[src/rtl/muldiv_sched.sv]
// Sequencer between the control unit and the shared Booth multiplier / restoring divider.
// Latches one request, runs the selected unit, commits HI/LO, and handles div-by-zero, flush and watchdog.
module muldiv_sched #(
  parameter int WIDTH   = 32,
  parameter int TIMEOUT = 48
) (
  input  logic             clock,
  input  logic             reset,
  input  logic             start_mult,
  input  logic             start_div,
  input  logic             flush,
  input  logic [WIDTH-1:0] op_a,
  input  logic [WIDTH-1:0] op_b,
  output logic             mult_ctrl,
  output logic             div_ctrl,
  output logic [WIDTH-1:0] unit_op_a,
  output logic [WIDTH-1:0] unit_op_b,
  output logic             unit_rst,
  input  logic             mult_done,
  input  logic             div_done,
  input  logic [WIDTH-1:0] mult_hi,
  input  logic [WIDTH-1:0] mult_lo,
  input  logic [WIDTH-1:0] div_hi,
  input  logic [WIDTH-1:0] div_lo,
  output logic [WIDTH-1:0] hi_out,
  output logic [WIDTH-1:0] lo_out,
  output logic             busy,
  output logic             done,
  output logic             div_zero,
  output logic             timeout
);

  localparam int WDW = $clog2(TIMEOUT + 1);

  typedef enum logic [2:0] {
    IDLE,
    MRUN,
    DRUN,
    COMMIT,
    ABORT
  } state_t;

  state_t           state_q, state_d;
  logic [WDW-1:0]   wd_q, wd_d;
  logic [WIDTH-1:0] opA_q, opA_d;
  logic [WIDTH-1:0] opB_q, opB_d;
  logic [WIDTH-1:0] resHi_q, resHi_d;
  logic [WIDTH-1:0] resLo_q, resLo_d;
  logic [WIDTH-1:0] hi_q, hi_d;
  logic [WIDTH-1:0] lo_q, lo_d;
  logic             done_q, done_d;
  logic             dz_q, dz_d;
  logic             wdAbort_q, wdAbort_d;

  always_comb begin
    state_d   = state_q;
    wd_d      = '0;
    opA_d     = opA_q;
    opB_d     = opB_q;
    resHi_d   = resHi_q;
    resLo_d   = resLo_q;
    hi_d      = hi_q;
    lo_d      = lo_q;
    done_d    = 1'b0;
    dz_d      = 1'b0;
    wdAbort_d = 1'b0;

    case (state_q)
      IDLE: begin
        // Multiply takes priority; a simultaneous divide request is dropped.
        if (start_mult) begin
          opA_d   = op_a;
          opB_d   = op_b;
          state_d = MRUN;
        end else if (start_div) begin
          if (op_b == '0) begin
            dz_d   = 1'b1;
            done_d = 1'b1;
          end else begin
            opA_d   = op_a;
            opB_d   = op_b;
            state_d = DRUN;
          end
        end
      end
      MRUN, DRUN: begin
        wd_d = wd_q + 1'b1;
        if (flush) begin
          state_d = ABORT;
        end else if (state_q == MRUN && mult_done) begin
          resHi_d = mult_hi;
          resLo_d = mult_lo;
          state_d = COMMIT;
        end else if (state_q == DRUN && div_done) begin
          resHi_d = div_hi;
          resLo_d = div_lo;
          state_d = COMMIT;
        end else if (wd_q == WDW'(TIMEOUT - 1)) begin
          wdAbort_d = 1'b1;
          state_d   = ABORT;
        end
      end
      COMMIT: begin
        // A late flush still cancels the architectural write.
        if (flush) begin
          state_d = ABORT;
        end else begin
          hi_d    = resHi_q;
          lo_d    = resLo_q;
          done_d  = 1'b1;
          state_d = IDLE;
        end
      end
      ABORT: begin
        state_d = IDLE;
      end
      default: begin
        state_d = IDLE;
      end
    endcase
  end

  always_ff @(posedge clock or negedge reset) begin
    if (!reset) begin
      state_q   <= IDLE;
      wd_q      <= '0;
      opA_q     <= '0;
      opB_q     <= '0;
      resHi_q   <= '0;
      resLo_q   <= '0;
      hi_q      <= '0;
      lo_q      <= '0;
      done_q    <= 1'b0;
      dz_q      <= 1'b0;
      wdAbort_q <= 1'b0;
    end else begin
      state_q   <= state_d;
      wd_q      <= wd_d;
      opA_q     <= opA_d;
      opB_q     <= opB_d;
      resHi_q   <= resHi_d;
      resLo_q   <= resLo_d;
      hi_q      <= hi_d;
      lo_q      <= lo_d;
      done_q    <= done_d;
      dz_q      <= dz_d;
      wdAbort_q <= wdAbort_d;
    end
  end

  // Unit controls decode straight from state so they fall with an asynchronous reset.
  assign mult_ctrl = (state_q == MRUN);
  assign div_ctrl  = (state_q == DRUN);
  assign unit_rst  = (state_q == ABORT);
  assign timeout   = (state_q == ABORT) && wdAbort_q;
  assign busy      = (state_q == MRUN) || (state_q == DRUN) || (state_q == ABORT);
  assign unit_op_a = opA_q;
  assign unit_op_b = opB_q;
  assign hi_out    = hi_q;
  assign lo_out    = lo_q;
  assign done      = done_q;
  assign div_zero  = dz_q;

endmodule

[config.mk]
export PLATFORM = sky130hd
export DESIGN_NAME = muldiv_sched
export DESIGN_NICKNAME = d
export VERILOG_FILES = /design/src/rtl/muldiv_sched.sv
export SDC_FILE = /design/constraint.sdc
export NUM_CORES = 1
export LEC_CHECK = 0
export CORE_ASPECT_RATIO = 1.5
export CORE_UTILIZATION = 29
export CTS_CLUSTER_DIAMETER = 200
export DETAILED_ROUTE_END_ITERATION = 6
export HOLD_SLACK_MARGIN = 0.15
export PLACE_DENSITY = 0.63
export SLEW_MARGIN = 10
export SYNTH_ARGS = -nofsm -noshare
export SYNTH_HDL_FRONTEND = slang
export SYNTH_SLANG_ARGS = --single-unit
[constraint.sdc]
create_clock -name clock -period 4.1 [get_ports clock]
set_input_delay 0.41 -clock clock [delete_from_list [all_inputs] [get_ports clock]]
set_output_delay 0.41 -clock clock [all_outputs]
set_load 0.1 [all_outputs]
==> load_flow_metrics.sql <==
INSERT INTO impl_metrics (metric_group, metric, value, unit) VALUES
('outcome', 'status', 'finished, final reports clean', ''),
('global_routing', 'grt_antenna_before_repair', '0', ''),
('synth', 'synth_nets', '829', ''),
('setup_path', 'worstSetupEndpointType', 'output port', ''),
('setup_path', 'critical_path.slowest_cell', 'clkdlybuf4s50_1', ''),
('clocking', 'insertion_delay', '510', 'ps'),
('setup_path', 'reg2reg_depth', '5', ''),
('sta', 'final_critical_path_share_of_the_clock_period', '73.5', '%'),
('clocking', 'tritoncts', 'built', ''),
('clocking', 'cts.reportedPaths.clkPinSlew', '60', 'ps'),
('setup_path', 'slack_of_the_worst_reg_to_reg_path', '1720', 'ps'),
('floorplanning', 'fp.coreArea', '0.0289', 'mm²'),
('sta', 'setup-tns-final', '0', 'ps'),
('floorplanning', 'die-width', '142', 'µm'),
('setup_path', 'setup.worst_path.start_class', 'flip-flop', ''),
('cells_and_area', 'num-nets-final', '1162', ''),
('routing', 'drt-vias-per-instance', '4.38', ''),
('routing', 'routed-via-count', '5998', ''),
('sta', 'setup_violations', '0', ''),
('routing', 'route.detailed.drc', '0', ''),
('placed_design', 'dpl_cell_area', '0.0123', 'mm²'),
('global_routing', 'grt_util_all_layers', '15.2', '%'),
('routing', 'route.layer.met1.wl', '9.14', 'mm'),
('synth', 'most_frequently_used_flop_master_after_synthesis', 'dfrtp_1', ''),
('cells_and_area', 'drive_above_1_share', '19.0', '%'),
('floorplanning', 'floorplan.initialDensity', '29.6', '%'),
('setup_path', 'worstPathRequired', '3690', 'ps'),
('sta', 'timing.fmax', '332', 'MHz'),
('synth', 'synth_area', '0.00856', 'mm²'),
('clocking', 'post-cts-setup-buffer-count', '0', ''),
('synth', 'synthesis.area_per_instance', '13.6', 'µm²'),
('cells_and_area', 'design_area', '0.0131', 'mm²'),
('run', 'max-cap-violations', '0', ''),
('routing', 'met2_length', '12.5', 'mm'),
('placed_design', 'portBuffers', '333', ''),
('synth', 'synth_sequential_area_ratio', '59.6', '%'),
('worst_hold_path', 'worstHoldStart', 'wd_q[0]', ''),
('setup_path', 'critical_path.max_stage_delay', '1210', 'ps'),
('setup_path', 'kind_of_critical_path', 'flip-flop to output port', ''),
('setup_path', 'cp_max_fo', '14', ''),
('routing', 'initialDrtViolationCount', '210', ''),
('sta', 'drv_slew', '0', ''),
('synth', 'largest_cells_by_area_after_synthesis', 'dfrtp_1, mux2_2, mux2_4', ''),
('floorplanning', 'dieArea', '0.0302', 'mm²'),
('routing', 'detail-route-antenna-nets', '0', ''),
('sta', 'rsz0062_at_grt', 'no', ''),
('global_routing', 'global_route.overflow_total', '0', ''),
('routing', 'route.final.wire_length', '23.3', 'mm'),
('placed_design', 'dpl.hpwl', '16.8', 'mm'),
('clocking', 'tritoncts_num_sinks', '204', ''),
('routing', 'wire_per_inst', '17.0', 'µm'),
('clocking', 'cts_hold_buffers', '1', ''),
('synth', 'synth_edf_count', '0', ''),
('global_routing', 'maximum_number_of_pins_on_one_net_before_global_route_repair', '99', ''),
('routing', 'wl_met3', '1.23', 'mm'),
('placed_design', 'dp.cells', '1327', ''),
('synth', 'yosysTopAreaCell', 'dfrtp_1', ''),
('setup_path', 'cp_top_family', 'buffers and inverters', ''),
('setup_path', 'r2r-end', 'resHi_q[2]', ''),
('clocking', 'clockRootBuffer', 'clkbuf_16', ''),
('sta', 'relSlewSlack', '28.8', '%'),
('sta', 'worst_slew_pin_slew', '1060', 'ps'),
('routing', 'detailedRoute.firstPassIterationCount', '4', ''),
('synth', 'asyncSetResetFlopFracSynth', '100', '%'),
('clocking', 'h-tree-depth', '1', ''),
('setup_path', 'timing.rr.start', 'state_q[0]', ''),
('clocking', 'clockBufferDepth', '3', ''),
('clocking', 'post_cts.resized_instances', '0', ''),
('sta', 'hold_viol_final', '0', ''),
('cells_and_area', 'final-instance-count-excl-fill', '1368', ''),
('setup_path', 'worstSetupPathDepth', '2', '');
==> synthesized netlist by cell type, drive strengths merged (2+ instances only) <==
cell / number
nor3: 5
and2: 2
and3: 3
a21oi: 67
o31ai: 2
nor2b: 2
nor2: 76
xor2: 2
mux2i: 64
dfrtp: 204
nand3: 4
o21ai: 5
nor3b: 4
clkbuf: 17
nor4: 7
nand3b: 2
mux2: 128
nand2b: 3
buf: 19
nand2: 3
==> per-layer routing <==
metal	track usage (%)	vias to the layer above
met3	2.64	30
li1	-	2876
met4	4.23	0
met2	28.3	174
met1	17.7	2918
met5	0	-
==> flip-flops by register name, indices dropped and copies added (netlist names) <==
register and count:
unit_op_b 32, div_zero 1, wd_q 6, wdAbort_q 1, resHi_q 32, state_q 3, unit_op_a 32, done 1
resLo_q 32, hi_out 32, lo_out 32
==> cell families (layout without fill, tap and decap cells) <==
logic type	count (synthesis)	in the layout	share of synthesized area (%)
muxes	192	192	26.5
buffers and inverters	36	385	2.29
AOI/OAI and AO/OA	78	78	4.98
xor gates and xnor gates	3	3	0.307
DFF	204	204	59.6
adders and majority gates	1	1	0.146
and+or+nand+nor	115	115	6.12
==> cell type report <==
class / count / area [µm²]
Clock buffer: 29 / 638
Sequential cell: 204 / 5100
Timing Repair Buffer: 345 / 3440
Fill cell: 2714 / 15800
Tap cell: 390 / 488
Multi-Input combinational cell: 389 / 3290
Clock inverter: 11 / 115
==> through the flow <==
| stage | setup slack (ps) | hold WS, ps | util, % |
|---|---|---|---|
| floorplan | 650 | 114 | - |
| global placement | 1060 | 476 | 42.6 |
| detailed placement | 1080 | 485 | 42.6 |
| CTS | 1040 | 493 | 45.2 |
| global route | 947 | 501 | 45.2 |
| finish | 1090 | 492 | 45.2 |
==> cells in the final DEF (no fill, tap or decap), drive strengths merged, types with 3 or more instances in the layout <==
cell type	n
clkinv	5
nor3	5
mux2	128
nor3b	4
clkdlybuf4s50	331
nand2b	3
dfrtp	204
nand2	3
clkinvlp	4
and3	3
nor4	7
mux2i	64
a21oi	67
clkbuf	30
buf	12
nand3	4
nor2	76
o21ai	5
==> worst min-delay path by stage <==
stage,end,depth (start not counted)
2_1_floorplan,div_zero,0
3_3_place_gp,unit_op_b[3],1
3_5_place_dp,unit_op_b[3],1
4_1_cts,unit_op_a[9],2
5_1_grt,unit_op_a[8],2
6_report,wd_q[0],1
Power is left out: the tool's default activity adds up to more than one toggle a clock period on the data nets, which glitch-free logic cannot reach.
